`config.mk`:
```
export PLATFORM = sky130hd
export DESIGN_NAME = cam_req_ctrl
export DESIGN_NICKNAME = d
export VERILOG_FILES = /design/src/rtl/cam_pkg.sv /design/src/rtl/cam_alloc.sv /design/src/rtl/cam_req_ctrl.sv
export SDC_FILE = /design/constraint.sdc
export NUM_CORES = 1
export LEC_CHECK = 0
export BUFFER_PORTS_ARGS = -buffer_cell sky130_fd_sc_hd__buf_2
export CORE_ASPECT_RATIO = 0.6
export CORE_UTILIZATION = 48
export CTS_BUF_LIST = sky130_fd_sc_hd__clkbuf_4
export CTS_CLUSTER_SIZE = 10
export DETAILED_ROUTE_END_ITERATION = 10
export GPL_ROUTABILITY_DRIVEN = 0
export HOLD_SLACK_MARGIN = 0.03
export PLACE_DENSITY = 0.82
export REMOVE_ABC_BUFFERS = 1
export SETUP_SLACK_MARGIN = 0.2
export SYNTH_ARGS = -nofsm -noshare
export SYNTH_HDL_FRONTEND = slang
export SYNTH_SLANG_ARGS = --single-unit
```
`constraint.sdc`:
```
create_clock -name clk -period 1.3 [get_ports clk]
set_input_delay 0.065 -clock clk [delete_from_list [all_inputs] [get_ports clk]]
set_output_delay 0.065 -clock clk [all_outputs]
set_load 0.01 [all_outputs]
```
`src/rtl/cam_pkg.sv`:
```
// Shared types and sizes for the CAM request path.
// The CAM itself and its request controller both import these, so the key
// width and entry count are defined in one place only.
package cam_pkg;

  localparam int KEY_W = 8;
  localparam int DEPTH = 8;

  typedef enum logic {
    OP_LOOKUP = 1'b0,
    OP_INSERT = 1'b1
  } cam_op_e;

  typedef enum logic [2:0] {
    IDLE,
    FLUSH,
    LOOKUP,
    CHECK,
    WRITE,
    RESP
  } cam_ctrl_state_e;

endpackage

```
`src/rtl/cam_alloc.sv`:
```
// Slot allocator for the CAM: round-robin write pointer plus a saturating
// count of slots that have been written since reset.
// The pointer wraps naturally because DEPTH is a power of two, which is what
// gives FIFO-order eviction once the CAM is full.
module cam_alloc
  import cam_pkg::*;
#(
  parameter int DEPTH  = cam_pkg::DEPTH,
  parameter int ADDR_W = $clog2(DEPTH)
) (
  input  logic              clk,
  input  logic              rst_n,
  input  logic              adv,
  input  logic              clr,
  output logic [ADDR_W-1:0] wr_ptr,
  output logic [ADDR_W:0]   occupancy
);

  localparam logic [ADDR_W:0] FULL = (ADDR_W+1)'(DEPTH);

  // Advance the pointer on every write; occupancy stops counting at DEPTH.
  always_ff @(posedge clk) begin
    if (!rst_n || clr) begin
      wr_ptr    <= '0;
      occupancy <= '0;
    end else if (adv) begin
      wr_ptr <= wr_ptr + ADDR_W'(1);
      if (occupancy != FULL) begin
        occupancy <= occupancy + (ADDR_W+1)'(1);
      end
    end
  end

endmodule

```
`src/rtl/cam_req_ctrl.sv`:
```
// Request sequencer sitting directly in front of the 8x8 CAM.
// Takes lookup/insert requests over valid/ready, presents the key to the CAM,
// waits one cycle for the registered match flag, writes new keys round-robin
// and returns hit/evict status over a held valid/ready response.
// Optional build macro CAM_FLUSH_EN: after reset the controller first writes
// PAD_KEY into every slot so stale contents can never produce a hit.
module cam_req_ctrl #(
  parameter int               KEY_W   = cam_pkg::KEY_W,
  parameter int               DEPTH   = cam_pkg::DEPTH,
  parameter int               ADDR_W  = $clog2(DEPTH),
  parameter logic [KEY_W-1:0] PAD_KEY = '1
) (
  input  logic              clk,
  input  logic              rst_n,
  input  logic              req_valid,
  output logic              req_ready,
  input  logic              req_op,
  input  logic [KEY_W-1:0]  req_key,
  output logic              rsp_valid,
  input  logic              rsp_ready,
  output logic              rsp_hit,
  output logic              rsp_evict,
  output logic [ADDR_W:0]   occupancy,
  output logic [KEY_W-1:0]  cam_key,
  output logic              cam_we,
  output logic [ADDR_W-1:0] cam_waddr,
  input  logic              cam_hit
);

  import cam_pkg::*;

  localparam logic [ADDR_W:0] FULL = (ADDR_W+1)'(DEPTH);

  cam_ctrl_state_e   state;
  cam_op_e           op;
  logic [ADDR_W-1:0] wr_ptr;
  logic              alloc_adv;
  logic              alloc_clr;

`ifdef CAM_FLUSH_EN
  logic [ADDR_W-1:0] flush_ptr;
  logic              flush_done;

  assign alloc_clr = (state == FLUSH);
`else
  assign alloc_clr = 1'b0;
`endif

  assign alloc_adv = (state == WRITE);

  cam_alloc #(
    .DEPTH  (DEPTH),
    .ADDR_W (ADDR_W)
  ) u_alloc (
    .clk       (clk),
    .rst_n     (rst_n),
    .adv       (alloc_adv),
    .clr       (alloc_clr),
    .wr_ptr    (wr_ptr),
    .occupancy (occupancy)
  );

  // Request FSM; every outward signal is a register updated here.
  always_ff @(posedge clk) begin
    if (!rst_n) begin
`ifdef CAM_FLUSH_EN
      state      <= FLUSH;
      flush_ptr  <= '0;
      flush_done <= 1'b0;
`else
      state      <= IDLE;
`endif
      op         <= OP_LOOKUP;
      req_ready  <= 1'b0;
      rsp_valid  <= 1'b0;
      rsp_hit    <= 1'b0;
      rsp_evict  <= 1'b0;
      cam_key    <= '0;
      cam_we     <= 1'b0;
      cam_waddr  <= '0;
    end else begin
      case (state)
        IDLE: begin
          if (req_valid && req_ready) begin
            op        <= cam_op_e'(req_op);
            cam_key   <= req_key;
            req_ready <= 1'b0;
            rsp_hit   <= 1'b0;
            rsp_evict <= 1'b0;
            state     <= LOOKUP;
          end else begin
            req_ready <= 1'b1;
          end
        end

        LOOKUP: begin
          state <= CHECK;
        end

        CHECK: begin
          rsp_hit   <= cam_hit;
          rsp_evict <= 1'b0;
          if (op == OP_INSERT && !cam_hit) begin
            cam_we    <= 1'b1;
            cam_waddr <= wr_ptr;
            rsp_evict <= (occupancy == FULL);
            state     <= WRITE;
          end else begin
            rsp_valid <= 1'b1;
            state     <= RESP;
          end
        end

        WRITE: begin
          cam_we    <= 1'b0;
          rsp_valid <= 1'b1;
          state     <= RESP;
        end

        RESP: begin
          if (rsp_ready) begin
            rsp_valid <= 1'b0;
            req_ready <= 1'b1;
            state     <= IDLE;
          end
        end

        FLUSH: begin
`ifdef CAM_FLUSH_EN
          if (flush_done) begin
            cam_we    <= 1'b0;
            req_ready <= 1'b1;
            state     <= IDLE;
          end else begin
            cam_we    <= 1'b1;
            cam_waddr <= flush_ptr;
            cam_key   <= PAD_KEY;
            flush_ptr <= flush_ptr + ADDR_W'(1);
            if (flush_ptr == ADDR_W'(DEPTH - 1)) begin
              flush_done <= 1'b1;
            end
          end
`else
          state <= IDLE;
`endif
        end

        default: begin
          state <= IDLE;
        end
      endcase
    end
  end

  // The pad key marks unused slots, so a real request must never carry it.
  assert property (@(posedge clk) disable iff (!rst_n)
                   (req_valid && req_ready) |-> (req_key != PAD_KEY));

endmodule

```
==> flow_summary.yaml, run 1 <==
setup_path:
  r2r_end: "u_alloc.wr_ptr[2]$_SDFFE_PN0P_"
  critPathLaunchType: "flop"
  crit_path_max_incr_delay_ps: 410
  critPathKind: "reg -> reg"
  slowest_stage: "or3b_4"
  critical-path-top-delay-family: "simple AND/OR/NAND/NOR gates"
  worstPathArrival_ps: 1700
  critPathCaptureType: "flop"
  reg2reg_depth: 4
  reg2reg_from: "state[1]$_SDFFE_PN0P_"
  path_buf_inv: 1
  crit_required_ps: 1560
  rrSetupSlack_ps: -130
  cp_max_fo: 6
  cp_cell_sequence: "or3b_4, buf_6, or3_1, a21boi_1"
  startpoint: "state[1]$_SDFFE_PN0P_"
routing:
  wl_met1_um: 1700
  viasPerCell: 5.44
  ant_nets: 0
  vias: 1224
  wl_per_cell_um: 17.4
  routed_wl_um: 3910
  wl_met3_um: 145
  route.met2.wl_um: 1980
  top_layer: "met4"
  drt_first_pass_iters: 4
  drc: 0
  drtIter0Drc: 49
synth:
  ys_seq_area_share_pct: 45.1
  ys_ff_latch: 27
  synthTopCellsByArea: "dfxtp_1, mux2i_1, nand2_1"
  ys_types: 33
  yosys.area.top_type: "dfxtp_1"
  syn_inst: 131
  synth_simple_gate_area_share_pct: 22.7
  synth_top_family_by_area: "simple AND/OR/NAND/NOR gates"
  yosysTopAreaCellShare_pct: 45.1
  synth-xor-area-share_pct: 0.731
  synth_fa_ha_area_share_pct: 3.13
  yosysWarnings: 0
  syn_area_mm2: 0.00120
  post_synth_mux_area_share_pct: 12.5
  syn_avg_cell_area_um2: 9.15
  synth_compound_area_share_pct: 10.1
sta:
  tightest_slew_ps: 417
  setup_viol: 18
  min_period_over_period_pct: 110
  rsz0062_at_grt: "true"
  fmax_mhz: 698
  worst_slack_ps: -133
  finClkSkew_ps: 21.3
  finalHoldViolCount: 0
  slew_viol_final: 0
  period_needed_ps: 1430
  relSlewSlack_pct: 72.2
  whs_ps: 83.7
clock_tree:
  worstSkewPairLatency_ps: 340
  root_buffer: "clkbuf_4"
  clock_sinks: 27
  htreeDepth: 1
  cts_max_path_buffers: 2
  cts_buffers: 3
  clkTransAtPathRegs_ps: 160
  cts_tree: "built"
floorplan:
  rows: 13
  core-area_mm2: 0.00226
  die_h_um: 40.7
  ios: 34
  initial_core_util_pct: 53.0
  dieArea_mm2: 0.00271
  die_x_um: 66.5
run:
  maxCapViolCount: 0
placement:
  dp_hpwl_um: 1830
  dp_cells: 197
  portBuffers: 33
layout:
  register_area_um2: 547
  drive_gt1_share_pct: 46.2
  final_nets: 213
  multi_input_area_um2: 694
  syn2layout_area_growth_pct: 57.5
  fillers: 113
  fin_cells: 225
  num_antenna_cells: 0
hold_path:
  hold_depth: 4
  hold_end: "state[2]$_SDFFE_PN0P_"
  hold_class: "in -> reg"
  min_from: "rsp_ready"
power_and_ir_drop:
  p_comb_share_pct: 44.8
  internal_power_mw: 1.74
  vdd_ir_drop_max_v: 0.000777
  p_sw_mw: 0.833
  swShare_pct: 32.3
  p_per_area_mw_per_mm2: 1360
  clkPwrFrac_pct: 15.5
  power.total_mw: 2.57
  seqPwrFrac_pct: 39.7
  leakage_nw: 0.826
global_route:
  grt_pass1_wl_um: 4950
  grtUsageTotal_pct: 25.6
  grt_max_degree: 24
  grt_overflow: 0
  antenna_found_initial: 0
  grt_pass1_vias: 1082
run_status:
  violations: "negative setup slack"
  status: "finished, violations left"
==> metal layers <==
metal / vias to the layer above / GRT usage [%]
met3: 10 / 6.67
met2: 35 / 48.5
met4: 0 / 2.66
met1: 611 / 31.3
met5: - / 0
li1: 568 / -
==> cell type report <==
class | instances | area share (%)
Multi-Input combinational cell | 90 | 36.8
Timing Repair Buffer | 69 | 29.7
Clock buffer | 4 | 1.59
Tap cell | 30 | 1.99
Inverter | 5 | 0.994
Sequential cell | 27 | 29.0
==> state kept, by name, summed over array words and instances, names as in the netlist <==
signal / flops
rsp_evict: 1
req_ready: 1
u_alloc.occupancy: 4
rsp_valid: 1
rsp_hit: 1
cam_we: 1
op: 1
u_alloc.wr_ptr: 3
cam_waddr: 3
state: 3
cam_key: 8
==> power by group through the flow <==
stage / registers (mW) / logic, mW / clock network, mW
after detailed placement: 1.01 / 0.640 / 0
after global routing: 1.03 / 1.22 / 0.431
after floorplan: 1.07 / 0.290 / 0
after CTS: 1.01 / 0.851 / 0.384
after global placement: 1.00 / 0.613 / 0
final: 1.02 / 1.15 / 0.399
==> cells by family after synthesis <==
family	count (synthesis)
buf+inv	14
xor+xnor	1
compound gates	17
mux	15
fa+ha+maj	3
flops	27
simple gates	54
==> how the worst max path moves through the flow <==
stage                     slack (ps)                           endpoint  depth (start not counted)
after floorplan                 -180  u_alloc.occupancy[2]$_SDFFE_PN0P_                          3
after global placement           -60  u_alloc.occupancy[2]$_SDFFE_PN0P_                          3
after detailed placement        -120  u_alloc.occupancy[2]$_SDFFE_PN0P_                          3
after CTS                        -70     u_alloc.wr_ptr[2]$_SDFFE_PN0P_                          4
after global routing            -170     u_alloc.wr_ptr[0]$_SDFFE_PN0P_                          5
final                           -130     u_alloc.wr_ptr[2]$_SDFFE_PN0P_                          4
==> cell usage in the layout, fill, tap and decap left out, drive strengths merged <==
master	synthesis	routed
nand2	31	31
o2bb2ai	1	1
dlygate4sd3	0	10
nor3	2	2
o21a	2	2
nand3	3	3
a311oi	1	1
or3	3	3
xnor2	1	1
ha	3	3
o21ai	4	4
nand3b	1	1
clkbuf	6	4
nor3b	2	2
a21boi	5	5
nor2	1	1
inv	5	5
o41ai	1	1
or3b	1	1
or4	1	1
dfxtp	27	27
buf	3	59
a211o	1	1
nor2b	3	3
o22ai	1	1
a31oi	1	1
and3b	1	1
and2	5	5
mux2i	15	15
==> metrics by stage <==
stage | setup WS [ps] | utilization, % | area, um2 | setup TNS, ps
2_1_floorplan | -176 | - | 1150 | -256
6_report | -133 | 83.5 | 1890 | -994
3_3_place_gp | -57.2 | 64.9 | 1470 | -161
5_1_grt | -167 | 83.5 | 1890 | -1780
3_5_place_dp | -118 | 64.9 | 1470 | -625
4_1_cts | -72.0 | 76.4 | 1730 | -375
==> repair_timing <==
action                                  4_1_cts  5_1_grt
resized for setup                            19       28
pin swaps                                    11       11
endpoints found under the setup margin       26       28
hold buffers                                 10        0
gates cloned                                  1        0
setup buffers                                 6        7
endpoints found under the hold margin        10        0
==> synth_stat cells <==
master     count
nand2_1       31
dfxtp_1       27
mux2i_1       15
clkbuf_1       6
inv_1          5
and2_1         4
o21ai_0        4
a21boi_1       3
ha_1           3
nand3_1        3
nor2b_1        3
a21boi_0       2
buf_6          2
nor3_1         2
o21a_1         2
or3_1          2
a211o_2        1
a311oi_1       1
a31oi_1        1
and2_2         1
and3b_1        1
buf_2          1
nand3b_1       1
nor2_1         1
nor3b_1        1
nor3b_2        1
o22ai_1        1
o2bb2ai_1      1
o41ai_1        1
or3_2          1
or3b_4         1
or4_1          1
xnor2_1        1
==> worst reg2reg max path: stages, from the launching register on <==
cell and delay (ps):
dfxtp_2 360, or3b_4 410, buf_6 160, or3_1 300, a21boi_1 130
Note: power is estimated with default switching activity, not from simulation.
==> run 2: changes to the inputs <==
Settings changed: CORE_UTILIZATION 48 to 30, PLACE_DENSITY 0.82 to 0.58.
==> run 2 against run 1 <==
  * Utilization shrank 34 points
  * Die area increased by 57%
  * Total power down 4.7%
  * Maximum frequency fell by 0.37%
  * First-iteration DRC count fell by 43%
  * Routed wire length down 27%
  * Clock power down 6.5%
  * Via count is 11% lower
  * The flow still finishes with violations (negative setup slack)
==> flow_summary.yaml, run 2 (synthesized netlist as in run 1, its figures left out) <==
run_status:
  status: "finished, violations left"
  violations: "negative setup slack"
global_route:
  grt_pass1_vias: 1073
  grt_pass1_wl_um: 4660
  grtUsageTotal_pct: 13.8
  grt_max_degree: 23
  antenna_found_initial: 0
  grt_overflow: 0
sta:
  finalHoldViolCount: 0
  period_needed_ps: 1440
  setup_viol: 16
  tightest_slew_ps: 403
  finClkSkew_ps: 13.1
  fmax_mhz: 695
  relSlewSlack_pct: 73.2
  rsz0062_at_grt: "true"
  min_period_over_period_pct: 111
  slew_viol_final: 0
  worst_slack_ps: -138
layout:
  final_util_pct: 49.2
  num_antenna_cells: 0
  largest_reg_flops: 8
  final_nets: 207
  top_register: "cam_key"
  fin_cells: 236
  drive_gt1_share_pct: 43.9
  fillers: 358
  largest_registers: "cam_key (8), u_alloc.occupancy (4)"
  mostFrequentLayoutCells: "buf_2, nand2_1, dfxtp_1"
  syn2layout_area_growth_pct: 53.7
  register_area_um2: 547
  multi_input_area_um2: 688
  final_common_cell: "buf_2"
  stdcell_area_mm2: 0.00184
power_and_ir_drop:
  vdd_ir_drop_max_v: 0.000819
  power.total_mw: 2.45
  leakage_nw: 0.790
  p_per_area_mw_per_mm2: 1330
setup_path:
  startpoint: "state[1]$_SDFFE_PN0P_"
  worstPathArrival_ps: 1720
  cp_cell_sequence: "or3b_4, or4_4, a21boi_2"
  critPathCaptureType: "flop"
  rrSetupSlack_ps: -140
  critPathLaunchType: "flop"
  critical-path-top-delay-family: "simple AND/OR/NAND/NOR gates"
  cp_max_fo: 4
  crit_path_max_incr_delay_ps: 500
  path_buf_inv: 0
  slowest_stage: "or4_4"
  crit_required_ps: 1580
  critPathKind: "reg -> reg"
  reg2reg_depth: 3
  r2r_end: "u_alloc.occupancy[2]$_SDFFE_PN0P_"
  reg2reg_from: "state[1]$_SDFFE_PN0P_"
clock_tree:
  clkTransAtPathRegs_ps: 160
  clock_sinks: 27
  htreeDepth: 1
  cts_tree: "built"
  cts_max_path_buffers: 2
  cts_buffers: 3
  root_buffer: "clkbuf_4"
  worstSkewPairLatency_ps: 330
routing:
  ant_nets: 0
  drt_first_pass_iters: 4
  viasPerCell: 4.59
  wl_per_cell_um: 12.1
  drc: 0
  vias: 1084
  drtIter0Drc: 28
  routed_wl_um: 2860
placement:
  dp_hpwl_um: 1880
  portBuffers: 33
  place_ws_ps: -129
  placed_cell_area_mm2: 0.00149
  dp_cells: 216
hold_path:
  hold_depth: 3
  min_from: "rsp_ready"
  hold_class: "in -> reg"
  hold_end: "rsp_valid$_SDFFE_PN0P_"
floorplan:
  dieArea_mm2: 0.00426
  ios: 34
  core-area_mm2: 0.00374
  die_h_um: 51.0
  initial_core_util_pct: 32.0
  die_x_um: 83.6
  rows: 17
run:
  maxCapViolCount: 0
## run 2: cell count changes in the layout (fill, tap and decap cells not counted), sizes merged
cell	change
clkinv	+1
clkbuf	-1
buf	-6
## run 2: repair_timing
item | in CTS | in global routing
endpoints found under the hold margin | 10 | 0
endpoints found under the setup margin | 27 | 28
hold buffers | 10 | 0
cloned | 1 | 0
resized for setup | 22 | 15
pin swaps | 6 | 7
buffers inserted | 0 | 5
## run 2: layer usage
metal / wire length, um / vias to the layer above / GRT usage [%]
met5: 0 / - / 0
met4: 0 / 0 / 1.69
met3: 134 / 0 / 4.04
met2: 1340 / 29 / 24.4
met1: 1390 / 499 / 17.4
li1: - / 556 / -
## run 2: worst max-delay path by stage
stage	slack, ps	depth (start not counted)	endpoint
global placement	-60	3	u_alloc.occupancy[2]$_SDFFE_PN0P_
floorplan	-180	3	u_alloc.occupancy[2]$_SDFFE_PN0P_
CTS	-120	3	u_alloc.occupancy[2]$_SDFFE_PN0P_
finish	-140	3	u_alloc.occupancy[2]$_SDFFE_PN0P_
detailed placement	-130	3	u_alloc.occupancy[2]$_SDFFE_PN0P_
global route	-150	3	u_alloc.occupancy[2]$_SDFFE_PN0P_
## run 2: area by class of cell
cell class	count	area share [%]
clock buffers	3	1.22
clock inverters	1	0.272
inverters	5	1.02
multi-input cells	90	37.4
flip-flops and latches	27	29.7
well taps	47	3.19
repair buffers	63	27.2
## run 2: stage by stage
| stage | setup TNS, ps | hold slack (ps) |
|---|---|---|
| after CTS | -462 | 40.0 |
| after global placement | -143 | 312 |
| after floorplan | -256 | 182 |
| after global routing | -1570 | 97.5 |
| after detailed placement | -434 | 323 |
| final | -663 | 103 |
## run 2: tightest hold or removal path, stage by stage
cell,delay (ps)
buf_2,110
a21boi_0,80
o21a_1,160
## run 2: report_power, final
group          total (mW)  internal, mW  leakage, nW  switching, mW
clock               0.373         0.115       0.0177          0.258
combinational        1.08         0.618        0.551          0.461
sequential           1.00         0.942        0.221         0.0578
